`config.mk`:
```
export PLATFORM = sky130hd
export DESIGN_NAME = if_fetch_unit_flat
export DESIGN_NICKNAME = d
export VERILOG_FILES = /design/src/rtl/if_fetch_unit_if.sv /design/src/rtl/if_fetch_unit.sv /design/src/flat_wrapper.sv
export SDC_FILE = /design/constraint.sdc
export NUM_CORES = 1
export LEC_CHECK = 0
export CAP_MARGIN = 30
export CORE_ASPECT_RATIO = 1.75
export CORE_MARGIN = 1.5
export CORE_UTILIZATION = 29
export CTS_CLUSTER_DIAMETER = 200
export DETAILED_ROUTE_END_ITERATION = 10
export MAX_ROUTING_LAYER = met4
export PLACE_DENSITY = 0.51
export SYNTH_ARGS = -nofsm -noshare
export SYNTH_HDL_FRONTEND = slang
export SYNTH_SLANG_ARGS = --single-unit
```
`constraint.sdc`:
```
create_clock -name clk -period 5.9 [get_ports clk]
set_input_delay 1.18 -clock clk [delete_from_list [all_inputs] [get_ports clk]]
set_output_delay 1.18 -clock clk [all_outputs]
set_load 0.005 [all_outputs]
```
`src/rtl/if_fetch_unit_if.sv`:
```
// Instruction-memory handshake between the fetch stage (master) and memory (slave).
// A request is held with a stable address until the memory acknowledges it.
interface if_fetch_unit_if;
  logic        imem_req;
  logic [31:0] imem_addr;
  logic        imem_ack;
  logic [31:0] imem_rdata;

  modport master (output imem_req, output imem_addr, input imem_ack, input imem_rdata);
  modport slave  (input imem_req, input imem_addr, output imem_ack, output imem_rdata);
endinterface

```
`src/rtl/if_fetch_unit.sv`:
```
// MIPS instruction-fetch stage with IF/ID register: owns the PC, issues variable-latency
// memory requests, and delivers instructions to decode under stall and branch redirect.
module if_fetch_unit #(
  parameter logic [31:0] RESET_PC  = 32'h0000_0000,
  parameter logic [31:0] NOP_INSTR = 32'h0000_0000
) (
  input  logic        clk,
  input  logic        rst,
  input  logic        stall,
  input  logic        PCSrc,
  input  logic [31:0] EX_MEM_NPC,
  if_fetch_unit_if.master imem,
  output logic [31:0] IF_ID_instr,
  output logic [31:0] IF_ID_NPC,
  output logic        IF_ID_valid,
  output logic        busy
);

  typedef enum logic [1:0] {S_IDLE, S_REQ, S_HOLD} state_e;

  state_e      state_q, state_d;
  logic [31:0] pc_q, pc_d;
  logic        kill_q, kill_d;
  logic [31:0] kill_tgt_q, kill_tgt_d;
  logic [31:0] hold_q, hold_d;
  logic [31:0] instr_q, instr_d;
  logic [31:0] npc_q, npc_d;
  logic        valid_q, valid_d;

  logic [31:0] target;
  logic [31:0] pc_plus4;

  assign target   = {EX_MEM_NPC[31:2], 2'b00};
  assign pc_plus4 = pc_q + 32'd4;

  assign imem.imem_req  = (state_q == S_REQ);
  assign imem.imem_addr = pc_q;
  assign busy           = (state_q == S_REQ);
  assign IF_ID_instr    = instr_q;
  assign IF_ID_NPC      = npc_q;
  assign IF_ID_valid    = valid_q;

  always_comb begin
    // NOTE: every next-state signal takes its hold value first so no path leaves it unassigned (no latch).
    state_d    = state_q;
    pc_d       = pc_q;
    kill_d     = kill_q;
    kill_tgt_d = kill_tgt_q;
    hold_d     = hold_q;
    instr_d    = instr_q;
    npc_d      = npc_q;
    valid_d    = valid_q;

    unique case (state_q)
      S_IDLE: state_d = S_REQ;

      S_REQ: begin
        if (imem.imem_ack) begin
          if (PCSrc) begin
            pc_d    = target;
            kill_d  = 1'b0;
            instr_d = NOP_INSTR;
            valid_d = 1'b0;
          end else if (kill_q) begin
            // Returning data belongs to the squashed path; redirect now.
            pc_d    = kill_tgt_q;
            kill_d  = 1'b0;
            instr_d = NOP_INSTR;
            valid_d = 1'b0;
          end else if (stall) begin
            hold_d  = imem.imem_rdata;
            state_d = S_HOLD;
          end else begin
            instr_d = imem.imem_rdata;
            npc_d   = pc_plus4;
            valid_d = 1'b1;
            pc_d    = pc_plus4;
          end
        end else if (PCSrc) begin
          // The bus request cannot be withdrawn, so remember the redirect until it completes.
          kill_d     = 1'b1;
          kill_tgt_d = target;
          instr_d    = NOP_INSTR;
          valid_d    = 1'b0;
        end else if (!stall) begin
          instr_d = NOP_INSTR;
          valid_d = 1'b0;
        end
      end

      S_HOLD: begin
        if (PCSrc) begin
          pc_d    = target;
          state_d = S_REQ;
          instr_d = NOP_INSTR;
          valid_d = 1'b0;
        end else if (!stall) begin
          instr_d = hold_q;
          npc_d   = pc_plus4;
          valid_d = 1'b1;
          pc_d    = pc_plus4;
          state_d = S_REQ;
        end
      end

      default: state_d = S_IDLE;
    endcase
  end

  always_ff @(posedge clk) begin
    // NOTE: state registers use non-blocking assignment so all flops update from pre-edge values.
    if (rst) begin
      state_q    <= S_IDLE;
      pc_q       <= RESET_PC;
      kill_q     <= 1'b0;
      kill_tgt_q <= '0;
      hold_q     <= '0;
      instr_q    <= NOP_INSTR;
      npc_q      <= '0;
      valid_q    <= 1'b0;
    end else begin
      state_q    <= state_d;
      pc_q       <= pc_d;
      kill_q     <= kill_d;
      kill_tgt_q <= kill_tgt_d;
      hold_q     <= hold_d;
      instr_q    <= instr_d;
      npc_q      <= npc_d;
      valid_q    <= valid_d;
    end
  end

endmodule

```
`src/flat_wrapper.sv`:
```
// flat-port wrapper written by rule: the top's interface ports become plain ports
module if_fetch_unit_flat 
#(
  parameter logic [31:0] RESET_PC  = 32'h0000_0000,
  parameter logic [31:0] NOP_INSTR = 32'h0000_0000
)
  (clk, rst, stall, PCSrc, EX_MEM_NPC, IF_ID_instr, IF_ID_NPC, IF_ID_valid, busy, imem_imem_req, imem_imem_addr, imem_imem_ack, imem_imem_rdata);
  if_fetch_unit_if imem_i ();
  input  logic clk;
  input  logic rst;
  input  logic stall;
  input  logic PCSrc;
  input  logic [31:0] EX_MEM_NPC;
  output logic [31:0] IF_ID_instr;
  output logic [31:0] IF_ID_NPC;
  output logic IF_ID_valid;
  output logic busy;
  output wire logic [$bits(imem_i.imem_req)-1:0] imem_imem_req;
  output wire logic [$bits(imem_i.imem_addr)-1:0] imem_imem_addr;
  input wire logic [$bits(imem_i.imem_ack)-1:0] imem_imem_ack;
  input wire logic [$bits(imem_i.imem_rdata)-1:0] imem_imem_rdata;
  assign imem_imem_req = imem_i.imem_req;
  assign imem_imem_addr = imem_i.imem_addr;
  assign imem_i.imem_ack = imem_imem_ack;
  assign imem_i.imem_rdata = imem_imem_rdata;
  if_fetch_unit #(.RESET_PC(RESET_PC), .NOP_INSTR(NOP_INSTR)) u_core (.clk(clk), .rst(rst), .stall(stall), .PCSrc(PCSrc), .EX_MEM_NPC(EX_MEM_NPC), .imem(imem_i), .IF_ID_instr(IF_ID_instr), .IF_ID_NPC(IF_ID_NPC), .IF_ID_valid(IF_ID_valid), .busy(busy));
endmodule
```
=== Yosys cells after proc, flatten, opt, wreduce, memory -nomap -nowiden ===
Cells that the tools add are included.

* Memories kept: 0
* Bits in writable memories: 0
* Latch bits: 0
* Word-level logic and storage cells: 71
* Bits in read-only memories: 0
* Bits in registers: 162
* Bits of input ports: 69

* Shift-type cells: 0
* $add $sub $neg: 1
* Reduce and logical (&&, ||, !) cells: 11
* Equal/unequal tests: 10
* Multipliers: 0
* Magnitude comparators: 0
* Div/mod/pow operators: 0
* Bitwise gates (word level): 3
* Mux-type cells: 38

{| class="wikitable"
|+ Operators by type and width
! kind !! number
|-
| 2-to-1 mux 32 bit || 18
|-
| case mux 32 bit (2 select lines) || 3
|-
| adder 32 x 3 -> 32 bit, second input constant || 1
|-
| AND reduction 5 bit || 3
|-
| 2-to-1 mux 2 bit || 6
|-
| 2-to-1 mux 1 bit || 9
|-
| inequality test 2 bit, second input constant || 4
|-
| inequality test 4 x 3 -> 1 bit, second input constant || 2
|-
| case mux 2 bit (3 select lines) || 1
|-
| AND reduction 2 bit || 3
|-
| AND reduction 4 bit || 1
|-
| nonzero test 2 bit || 2
|-
| inequality test 3 bit, second input constant || 1
|-
| NOT 1 bit || 3
|-
| AND reduction 3 bit || 1
|-
| == test 2 x 1 -> 1 bit, second input constant || 1
|-
| == test 2 bit, second input constant || 1
|-
| logical NOT 2 bit || 1
|-
| inequality test 2 x 1 -> 1 bit, second input constant || 1
|-
| case mux 1 bit (2 select lines) || 1
|}

=== Depth between registers and ports, before layout ===
* Word-level depth: 6
* Mapped depth: 9

=== Worst setup path after synthesis ===
No wires, ideal clock.

* Path kind: input to register
* Start: input PCSrc
* End: register u_core.pc_q[7], in the netlist u_core.imem.imem_addr[7]
* Data arrival time: 2,523 ps
* Stages: 7
* Path slack: 3,247 ps
* Data required time: 5,770 ps
* Buffers on the path: 4
* Path through: clkbuf_1 -> clkbuf_1 -> clkbuf_1 -> buf_1 -> o21ai_0 -> a21oi_1 -> o22ai_1

* Longest elaborated chain between the ends: 3
* Elaborated cells between the ends (all ways): 4
* Those cells by class: mux (4)

{| class="wikitable"
|+ RTL lines
! item !! line !! RTL
|-
| from (decl) || flat_wrapper.sv:12 || <nowiki>input logic PCSrc;</nowiki>
|-
| 2-to-1 mux 32 bit || if_fetch_unit.sv:59 || <nowiki>if (PCSrc) begin</nowiki>
|-
| 2-to-1 mux 32 bit || if_fetch_unit.sv:58 || <nowiki>if (imem.imem_ack) begin</nowiki>
|-
| case mux 32 bit (2 select lines) * || if_fetch_unit.sv:54 || <nowiki>unique case (state_q)</nowiki>
|-
| to (signal assigned) || if_fetch_unit.sv:123 || <nowiki>pc_q <= pc_d;</nowiki>
|-
| to (decl) || if_fetch_unit.sv:22 || <nowiki>logic [31:0] pc_q, pc_d;</nowiki>
|}

Every way passes the cells marked *; elsewhere a longest branch is shown, timed or not. The select of a mux whose other input is x is not followed.
A chain may end at the register's enable or synchronous reset.

=== Final worst setup path ===
* Start: input stall
* End: register u_core.pc_q[30], in the netlist u_core.imem.imem_addr[30]

* Longest elaborated chain between the ends: 5
* Elaborated cells between the ends (all ways): 6
* Those cells by class: mux (6)

{| class="wikitable"
|+ RTL lines
! item !! line !! RTL
|-
| from (decl) || flat_wrapper.sv:11 || <nowiki>input logic stall;</nowiki>
|-
| 2-to-1 mux 32 bit * || n/a ||
|-
| 2-to-1 mux 32 bit (3 in a row) || n/a ||
|-
| case mux 32 bit (2 select lines) * || n/a ||
|}

Marked as above.

==> qor.txt <==
status -> finished, final reports clean
Worst VDD drop -> 0.000195 V
setup tns final -> 0 ps
final WL -> 25.7 mm
P_sw -> 0.000841 W
grt ovf -> 0
postcts setup bufs -> 0
worst-margin pin slew -> 861 ps
P_int -> 0.00203 W
clk_lat worst skew -> 450 ps
RSZ-0062 raised after global routing -> false
relative slew slack -> 42.6%
fmax -> 305 MHz
Final setup viols -> 0
sw frac -> 29.3%
Worst Path Class, Setup -> in -> reg
Clock Path Buffers -> 2
CTS tree -> built
Main synth FF type -> dfxtp_1
Max FO, Critical Path -> 13
hpwl dp -> 17.3 mm
gr usage total -> 19.2%
initial antenna violation count -> 3
max incr delay on CP -> 750 ps
Resize count post-CTS -> 0
share of cells above drive strength 1 -> 6.70%
EDFF count, synth -> 0
post-layout min period -> 3280 ps
H-tree depth -> 4
Routed Antenna Nets -> 0
Layout Nets -> 1180
slowest CP cell -> clkdlybuf4s50_1
data required time of the critical path -> 6290 ps
mapped cell area -> 7750 µm²
clk slew on worst S/H paths -> 70 ps
share of power burned in registers -> 43.0%
post-synthesis sequential area ratio -> 40.8%
drt first pass iters -> 5
TritonCTS buffer count -> 17
CTS root buffer -> clkbuf_16
Die ar. -> 27800 µm²
Syn Area/Cell -> 7.73 µm²
max-cap violations -> 0
CTS Sinks -> 158
row count -> 79
Critical Path AT -> 3670 ps
CP startpoint kind -> input pin
first-pass GRT wire length -> 40.1 mm
Synth area leaders -> dfxtp_1 (41%), nand2_1 (8.4%), a211oi_1 (6.6%), a21oi_1 (5.9%), nor2_1 (5.3%)
hold-fix buffers at CTS -> 0
Setup Skew -> 7.35 ps
Initial Util -> 29.4%
CP bufs+invs -> 2
crit path cell chain -> clkdlybuf4s50_1 > inv_1 > nand3_1 > nor3_1 > mux2_2 > nor2_1
number of global-route vias before repair -> 7090
die width -> 127 µm
static leakage -> 3.17 nW
post-route DRC violation count -> 0
IO buf count -> 161
wire length per cell -> 17.7 µm
proportion of netlist area held by the largest area contributor -> 40.8%
Iteration-0 DRC Markers -> 336
synthesis-stage register bit count -> 158
Syn Inst Count -> 1002
clock power share -> 37.4%
final estimated routing congestion in global placement -> 0.783
async set or reset register ratio after synthesis -> 0%
Chip Height -> 219 µm
final slew viol count -> 0
Final WS setup -> 2620 ps
PwrDens -> 284 nW/µm²
YS warnings -> 0
Crit. End Element -> flop
Top Ports -> 168
final hold violations -> 0
Yosys top cell by area -> dfxtp_1
largest net degree at the start of global routing -> 76
Period Utilization, post-route -> 55.6%
synth unique cells -> 60
Core Box Area -> 26400 µm²
layout overhead on the synthesized area -> 30.4%
dpl ws -> 2120 ps
Vias/cell -> 5.20
vias -> 7530
worst hold path class -> reg -> reg
cell family with most CP delay -> buffers and inverters
Comb power frac -> 19.6%
==> area by class of cell <==
| class | instances | area, µm² |
|---|---|---|
| well taps | 324 | 405 |
| clock buffers | 23 | 468 |
| fillers | 2762 | 16300 |
| flip-flops and latches | 158 | 3160 |
| repair buffers | 179 | 1740 |
| multi-input cells | 743 | 4200 |
| diodes | 3 | 7.51 |
| inverters | 8 | 30.0 |
| clock inverters | 9 | 86.3 |
==> final timing paths <==
| path | endpoint | slack (ps) | depth (start not counted) | start |
|---|---|---|---|---|
| setup / recovery | u_core.imem.imem_addr[30]$_SDFFE_PP0P_ | 2620 | 6 | stall |
| hold / removal | u_core.kill_tgt_q[18]$_SDFFE_PP0P_ | 450 | 2 | u_core.kill_tgt_q[18]$_SDFFE_PP0P_ |
| setup reg to reg | u_core.IF_ID_NPC[18]$_SDFFE_PP0P_ | 3090 | 7 | u_core.state_q[1]$_SDFFE_PP0P_ |
| hold reg to reg | u_core.kill_tgt_q[18]$_SDFFE_PP0P_ | 450 | 2 | u_core.kill_tgt_q[18]$_SDFFE_PP0P_ |
==> state kept, by name (all words and copies together), names as in the netlist <==
signal / count
u_core.IF_ID_instr: 32
u_core.hold_q: 32
u_core.IF_ID_NPC: 30
u_core.imem.imem_addr: 30
u_core.kill_tgt_q: 30
u_core.state_q: 2
u_core.IF_ID_valid: 1
u_core.kill_q: 1
==> metrics by stage <==
stage | power (W) | hold WS, ps | std cells | utilization, % | area [µm²]
2_1_floorplan | 0.00153 | 432 | 1005 | - | 7760
3_3_place_gp | 0.00182 | 437 | 1411 | 36.1 | 9530
3_5_place_dp | 0.00182 | 443 | 1412 | 36.2 | 9540
4_1_cts | 0.00291 | 453 | 1444 | 38.3 | 10100
5_1_grt | 0.00301 | 464 | 1447 | 38.3 | 10100
6_report | 0.00287 | 451 | 1447 | 38.3 | 10100
==> cell usage in the layout (no fill, tap or decap), types with 7 or more instances in the layout <==
cell type / instances
nand2_1: 174
a21oi_1: 91
o211ai_1: 7
inv_1: 8
xnor2_1: 17
a211oi_1: 68
and2_1: 9
nor4_1: 7
clkbuf_16: 17
dfxtp_1: 158
nor3_1: 21
a22oi_1: 37
nor3_2: 7
nand3_1: 20
xor2_1: 14
buf_4: 19
nand4_1: 14
o21ai_0: 37
clkdlybuf4s50_1: 159
a31oi_1: 7
nand2b_1: 9
and3_1: 7
nor2_1: 107
==> synthesized netlist by cell type (8+ instances only) <==
cell type,n
nand2_1,174
dfxtp_1,158
nor2_1,109
a21oi_1,91
clkbuf_1,81
a211oi_1,68
a22oi_1,37
o21ai_0,37
nor3_1,22
nand3_1,20
xnor2_1,17
nand4_1,14
xor2_1,14
and2_1,9
nand2b_1,9
inv_1,8
==> per-layer routing <==
layer  up-vias  routed length, µm  global-route usage (%)
met5         -                  0                       -
met4         0                476                    7.01
met3        27               1120                    4.10
met2       184              13800                    35.3
met1      3550              10300                    20.1
li1       3769                  -                       -
==> worst min-delay path, stage by stage, from the launching register on <==
cell and delay, ps:
dfxtp_1 300, nand2_1 50, a21oi_1 50
==> logic make-up after synthesis <==
| logic type | Yosys count | synth area share, % |
|---|---|---|
| and+or+nand+nor | 406 | 23.8 |
| AOI/OAI and AO/OA | 292 | 24.9 |
| DFF | 158 | 40.8 |
| buffers and inverters | 104 | 5.44 |
| xor gates and xnor gates | 31 | 3.50 |
| muxes | 6 | 0.823 |
| adders and majority gates | 4 | 0.646 |
| other | 1 | 0.0484 |
==> power by group through the flow <==
stage	Combinational (W)	Sequential, W	Clock (W)
floorplan	0.000298	0.00123	0
global placement	0.000559	0.00126	0
detailed placement	0.000565	0.00126	0
CTS	0.000567	0.00124	0.00111
global route	0.000620	0.00125	0.00114
finish	0.000561	0.00123	0.00107
Power figures use the tool's default switching activity.
